### config.mk
export PLATFORM = sky130hd
export DESIGN_NAME = stream_frame_source
export DESIGN_NICKNAME = d
export VERILOG_FILES = /design/src/rtl/stream_frame_source.sv
export SDC_FILE = /design/constraint.sdc
export NUM_CORES = 1
export LEC_CHECK = 0
export ABC_AREA = 1
export CORE_MARGIN = 4
export CORE_UTILIZATION = 43
export DETAILED_ROUTE_END_ITERATION = 10
export PLACE_DENSITY = 0.68
export SLEW_MARGIN = 20
export SYNTH_ARGS = -nofsm -noshare
export SYNTH_HDL_FRONTEND = slang
export SYNTH_SLANG_ARGS = --single-unit
export TNS_END_PERCENT = 50
### constraint.sdc
create_clock -name aclk -period 3.1 [get_ports aclk]
set_clock_uncertainty 0.1 [all_clocks]
set_input_delay 0.62 -clock aclk [delete_from_list [all_inputs] [get_ports aclk]]
set_output_delay 0.62 -clock aclk [all_outputs]
set_load 0.005 [all_outputs]
### src/rtl/stream_frame_source.sv
// Transmit-side framer: packs n*p 16-bit elements into one wide beat and
// emits a message of cfg_len beats on a valid/ready stream with start/last framing.
module stream_frame_source #(
    parameter int n     = 4,
    parameter int p     = 1,
    parameter int LEN_W = 16
) (
    input  logic                 aclk,
    input  logic                 reset,
    input  logic [LEN_W-1:0]     cfg_len,
    input  logic                 cfg_load,
    output logic                 busy,
    input  logic [15:0]          edata,
    input  logic                 evalid,
    output logic                 eready,
    output logic [16*p*n-1:0]    odata,
    output logic                 ovalid,
    input  logic                 oready,
    output logic                 ostart,
    output logic                 olast
);

    localparam int SLOTS = n * p;
    localparam int W     = 16 * SLOTS;
    localparam int CW    = (SLOTS > 1) ? $clog2(SLOTS) : 1;

    localparam logic [1:0] IDLE = 2'd0;
    localparam logic [1:0] FILL = 2'd1;
    localparam logic [1:0] SEND = 2'd2;

    logic [1:0]       state;
    logic [CW-1:0]    elem_cnt;
    logic [LEN_W-1:0] beat_cnt;
    logic [LEN_W-1:0] len;

    // Handshake: a transfer happens on a rising edge where valid and ready are both high.
    // eready/ovalid depend only on state, so they never combinationally follow the inputs.
    assign busy   = (state != IDLE);
    assign eready = (state == FILL);
    assign ovalid = (state == SEND);
    assign ostart = ovalid && (beat_cnt == '0);
    assign olast  = ovalid && (beat_cnt == len - LEN_W'(1));

    always_ff @(posedge aclk) begin
        if (reset) begin
            state    <= IDLE;
            elem_cnt <= '0;
            beat_cnt <= '0;
            len      <= '0;
            odata    <= '0;
        end else begin
            case (state)
                IDLE: begin
                    if (cfg_load && (cfg_len != '0)) begin
                        len      <= cfg_len;
                        beat_cnt <= '0;
                        elem_cnt <= '0;
                        state    <= FILL;
                    end
                end
                FILL: begin
                    if (evalid) begin
                        // Slots fill MSB-first: slot e is lane e%p, operand e/p.
                        odata[W-1-16*int'(elem_cnt) -: 16] <= edata;
                        if (elem_cnt == CW'(SLOTS - 1)) begin
                            elem_cnt <= '0;
                            state    <= SEND;
                        end else begin
                            elem_cnt <= elem_cnt + CW'(1);
                        end
                    end
                end
                SEND: begin
                    if (oready) begin
                        if (olast) begin
                            state <= IDLE;
                        end else begin
                            beat_cnt <= beat_cnt + LEN_W'(1);
                            state    <= FILL;
                        end
                    end
                end
                default: state <= IDLE;
            endcase
        end
    end

endmodule

# Word-level counts from Yosys, hierarchy flattened
# Index checks and enable logic that the tools add are counted.
# word_totals
input_bits	37
out_inout_bits	69
word_cells	50
register_bits	100
# op_classes
n_eq_ne	9
add_sub_neg	5
shifts	2
n_reduce_logical	14
muxes	15
# op_table
cell	n
$shift 16x33->79 const A	1
$shiftx 16x33->79	1
$bwmux 64	1
$mux 16	3
$neg 7->33	1
$pmux 16 s2	1
$add 16x1->16 const B	1
$eq 16x16->1	1
$logic_not 16->1	1
$reduce_bool 16->1	1
$sub 16x1->16 const B	1
$mux 2	7
$reduce_and 4->1	2
$sub 6x6->7 const A	1
$ne 2x2->1 const B	3
$pmux 2 s3	1
$reduce_bool 2->1	3
$eq 2x2->1 const B	2
$ne 2x1->1 const B	2
$pmux 2 s2	1
$reduce_and 2->1	2
$logic_and 1x1->1	3
$reduce_and 3->1	1
$add 2x1->2 const B	1
other kinds (3)	3

# Longest topological paths before layout
# Gate-level depths: netlist of the first run.
# logic_depth
word_depth	6
mapped_depth	17
depth_no_buf	17

# Worst setup path before layout of the first run
# Ideal clock, no wire load.
# synth_path
path_type	register to output
startpoint	register len[0]
endpoint	output port olast
path_stages_with_launch	14
arrival_time_ns	1.744
slack_ns	0.636
cell_sequence	dfxtp_1 -> inv_1 -> ha_1 -> nand2_2 -> nor2_2 -> nand2_1 -> nand2_1 -> nand2_1 -> nor2_1 -> nand2_1 -> nor2_2 -> nand3_4 -> buf_4 -> nor2_1
# synth_via
elab_chain_cells	3
# synth_rtl
item	line_no	rtl
start, declared	34	logic [LEN_W-1:0] len;
start signal, assigned	55	len <= cfg_len;
$sub 16x1->16	42	assign olast = ovalid && (beat_cnt == len - LEN_W'(1));
$eq 16x16->1	42	
$logic_and 1x1->1	42	
end, declared	20	output logic olast
# No other way between the ends.

# Final worst setup path of the first run
# layout_path
startpoint	register state[1]
endpoint	output port ostart
# layout_via
elab_chain_cells	2
# layout_rtl
item	line_no	rtl
start, declared	31	logic [1:0] state;
start signal, assigned	46	state <= IDLE;
start signal, assigned	58	state <= FILL;
start signal, assigned	67	state <= SEND;
$eq 2x2->1	40	assign ovalid = (state == SEND);
$logic_and 1x1->1	41	assign ostart = ovalid && (beat_cnt == '0);
end, declared	19	output logic ostart,
# No other way between the ends.

==> results_dict.tcl, run 1 <==
set metrics [dict create \
    ioPinCount 106 \
    maxSlewHeadroom_pct 67.7 \
    yosysUniqueCellTypes 31 \
    postSynthAreaPerCell_um2 7.32 \
    max_freq_mhz 348 \
    overflow 0 \
    dieWidth_um 118 \
    fin_nets 835 \
    grt_pass1_vias 5101 \
    io_buffers 105 \
    setup_viol 0 \
    start_util_pct 44.6 \
    synthDominantCellAreaShare_pct 38.8 \
    syn_to_final_growth_pct 28.9 \
    drv_slew 0 \
    die_area_um2 13800 \
    combPwrFrac_pct 18.6 \
    synth_area_leader_cell "dfxtp_1" \
    ys_warn_count 0 \
    clock-root-buffer "clkbuf_16" \
    dr.first_iter.drc_count 381 \
    routed_wirelength_um 16600 \
    synth_area_um2 5160 \
    power_frac_seq_pct 45.8 \
    htreeDepth 3 \
    cts_tree "built" \
    worst_pin_slew_ns 0.484 \
    hold_path.class "register to register" \
    post-route-period-util_pct 92.8 \
    drive_above_1_share_pct 9.42 \
    hold_viol_final 0 \
    antennaDiodeCount 0 \
    core.rowCount 39 \
    power_switching_uw 893 \
    ys_seq_area_share_pct 38.8 \
    synthCells 705 \
    switching_share_pct 29.5 \
    final_area_um2 6650 \
    gp_congestion 0.911 \
    path_class "register to output port" \
    clock_sinks 100 \
    crit_path_start_kind "register" \
    placed_cells 922 \
    numCtsBuffers 9 \
    status "completed" \
    cp.required_ns 2.38 \
    worst_setup_path_end_kind "output port" \
    dp_hpwl_um 12100 \
    syn_nets 749 \
    core_um2 11600 \
    cp.arrival_ns 2.16 \
    path_clk_slew_ns 0.07 \
    critical_path_peak_fanout 5 \
    pwr-share-clk_pct 35.7 \
    peakVddDrop_mv 0.233 \
    synth.top_cells.by_area "dfxtp_1 (39%), a211oi_1 (9.5%), inv_1 (7.8%)" \
    drtAntennaViolNets 0 \
    wire_per_inst_um 17.7 \
    maxCapViolCount 0 \
    vias 5173 \
    rsz0062_at_grt "no" \
    utilization_pct 57.5 \
    power_density_nw_per_um2 454 \
    place_area_um2 6320 \
    period_needed_ns 2.88 \
    drc_errors 0 \
    dr.pass1.iters 5 \
    grt_pass1_wl_um 27100 \
    track_usage_pct 24.1 \
    p_int_mw 2.13 \
    antenna_found_initial 0 \
    instances_no_fill 939 \
    clk_latency_ns 0.35 \
    setup_tns_ns 0 \
    die_y_um 118 \
    ys_ff_latch 100 \
    fillers 1101 \
    total_leakage_power_nw 2.43 \
    grt_max_degree 46 \
    cts.path.max_buffers 2 \
    vias_per_cell 5.51 \
]
Yosys cell counts (all sizes together):
| cell type | n |
|---|---|
| clkinv | 2 |
| xor2 | 17 |
| nand2 | 113 |
| dfxtp | 100 |
| o21ai | 12 |
| nand4 | 7 |
| a211oi | 65 |
| nor4 | 7 |
| and2 | 1 |
| buf | 4 |
| clkbuf | 44 |
| or2 | 1 |
| nor3 | 9 |
| a31oi | 64 |
| nand3b | 1 |
| nand3 | 41 |
| a21oi | 35 |
| inv | 107 |
| ha | 7 |
| xnor2 | 8 |
| nor2 | 60 |
stage by stage:
step                power, mW  hold slack (ns)  setup slack (ns)
floorplan                1.73            0.347             0.636
global placement         1.95            0.340             0.160
detailed placement       1.95            0.341             0.149
CTS                      3.03            0.354           0.00218
global route             3.16            0.378             0.150
finish                   3.02            0.355             0.223
cell type report:
cell class / count / area [um^2] / area share (%)
multi-input cells: 448 / 2590 / 38.9
clock buffers: 10 / 239 / 3.59
inverters: 109 / 409 / 6.15
clock inverters: 6 / 37.5 / 0.564
flip-flops and latches: 100 / 2000 / 30.1
well taps: 143 / 179 / 2.69
repair buffers: 123 / 1200 / 18.0
logic make-up (layout without fill, tap and decap cells):
family	count (synthesis)	after routing	synth area share (%)
simple gates	240	240	20.9
compound gates	176	176	22.5
buf+inv	157	248	11.9
flops	100	100	38.8
xor+xnor	25	25	4.24
fa+ha+maj	7	7	1.70
state kept, by name, indices dropped and copies added, names as in the netlist:
| register | flops |
|---|---|
| odata | 64 |
| beat_cnt | 16 |
| len | 16 |
| elem_cnt | 2 |
| state | 2 |
worst paths after layout:
path / start / endpoint / slack, ns / depth (start not counted)
max: state[1] / ostart / 0.22 / 5
min: odata[21] / odata[21] / 0.36 / 2
max reg2reg: state[1] / beat_cnt[0] / 0.76 / 9
min reg2reg: odata[21] / odata[21] / 0.36 / 2
power groups by stage:
stage	Sequential [mW]	Combinational (mW)	Clock, mW
after floorplan	1.40	0.325	0
after global routing	1.39	0.624	1.14
final	1.38	0.562	1.08
after detailed placement	1.41	0.546	0
after CTS	1.38	0.560	1.09
after global placement	1.41	0.544	0
cells in the final DEF, fill, tap and decap left out, types with 16 or more instances in the layout:
cell type,Yosys,layout
nor2_1,53,48
a21oi_1,25,25
nand2_1,101,101
a211oi_1,65,65
clkdlybuf4s50_1,0,103
dfxtp_1,100,99
inv_1,107,106
xor2_1,17,16
nand3_1,40,40
buf_4,1,17
a31oi_1,64,64
timing repair:
| item | CTS | global route |
|---|---|---|
| hold buffers | 0 | 0 |
| setup buffers | 1 | 0 |
| pin swaps | 0 | 1 |
| endpoints found under the setup margin | 1 | 1 |
| resized for setup | 10 | 3 |
critical path, cell delays in order (launching register included):
cell             delay [ns]
dfxtp_1                0.40
inv_1                  0.06
nor2_1                 0.34
nand3_1                0.13
nor4_1                 0.32
clkdlybuf4s50_1        0.56
metal layers:
layer / wire (um) / vias to the layer above / global-route usage (%)
met5: 0 / - / 0
met1: 7330 / 2415 / 30.4
met2: 7650 / 169 / 39.2
met3: 1110 / 38 / 5.96
met4: 547 / 0 / 10.2
li1: - / 2551 / -
Note: power is estimated with default switching activity, not from simulation.
==> inputs of run 2 (changes only) <==
--- a/config.mk
+++ b/config.mk
@@ -10,7 +10,7 @@
 export CORE_UTILIZATION = 43
 export DETAILED_ROUTE_END_ITERATION = 10
 export PLACE_DENSITY = 0.68
-export SLEW_MARGIN = 20
+export SLEW_MARGIN = 40
 export SYNTH_ARGS = -nofsm -noshare
 export SYNTH_HDL_FRONTEND = slang
 export SYNTH_SLANG_ARGS = --single-unit
==> results of run 2 <==
Final layout, timing and power as in run 1 (identical DEF).
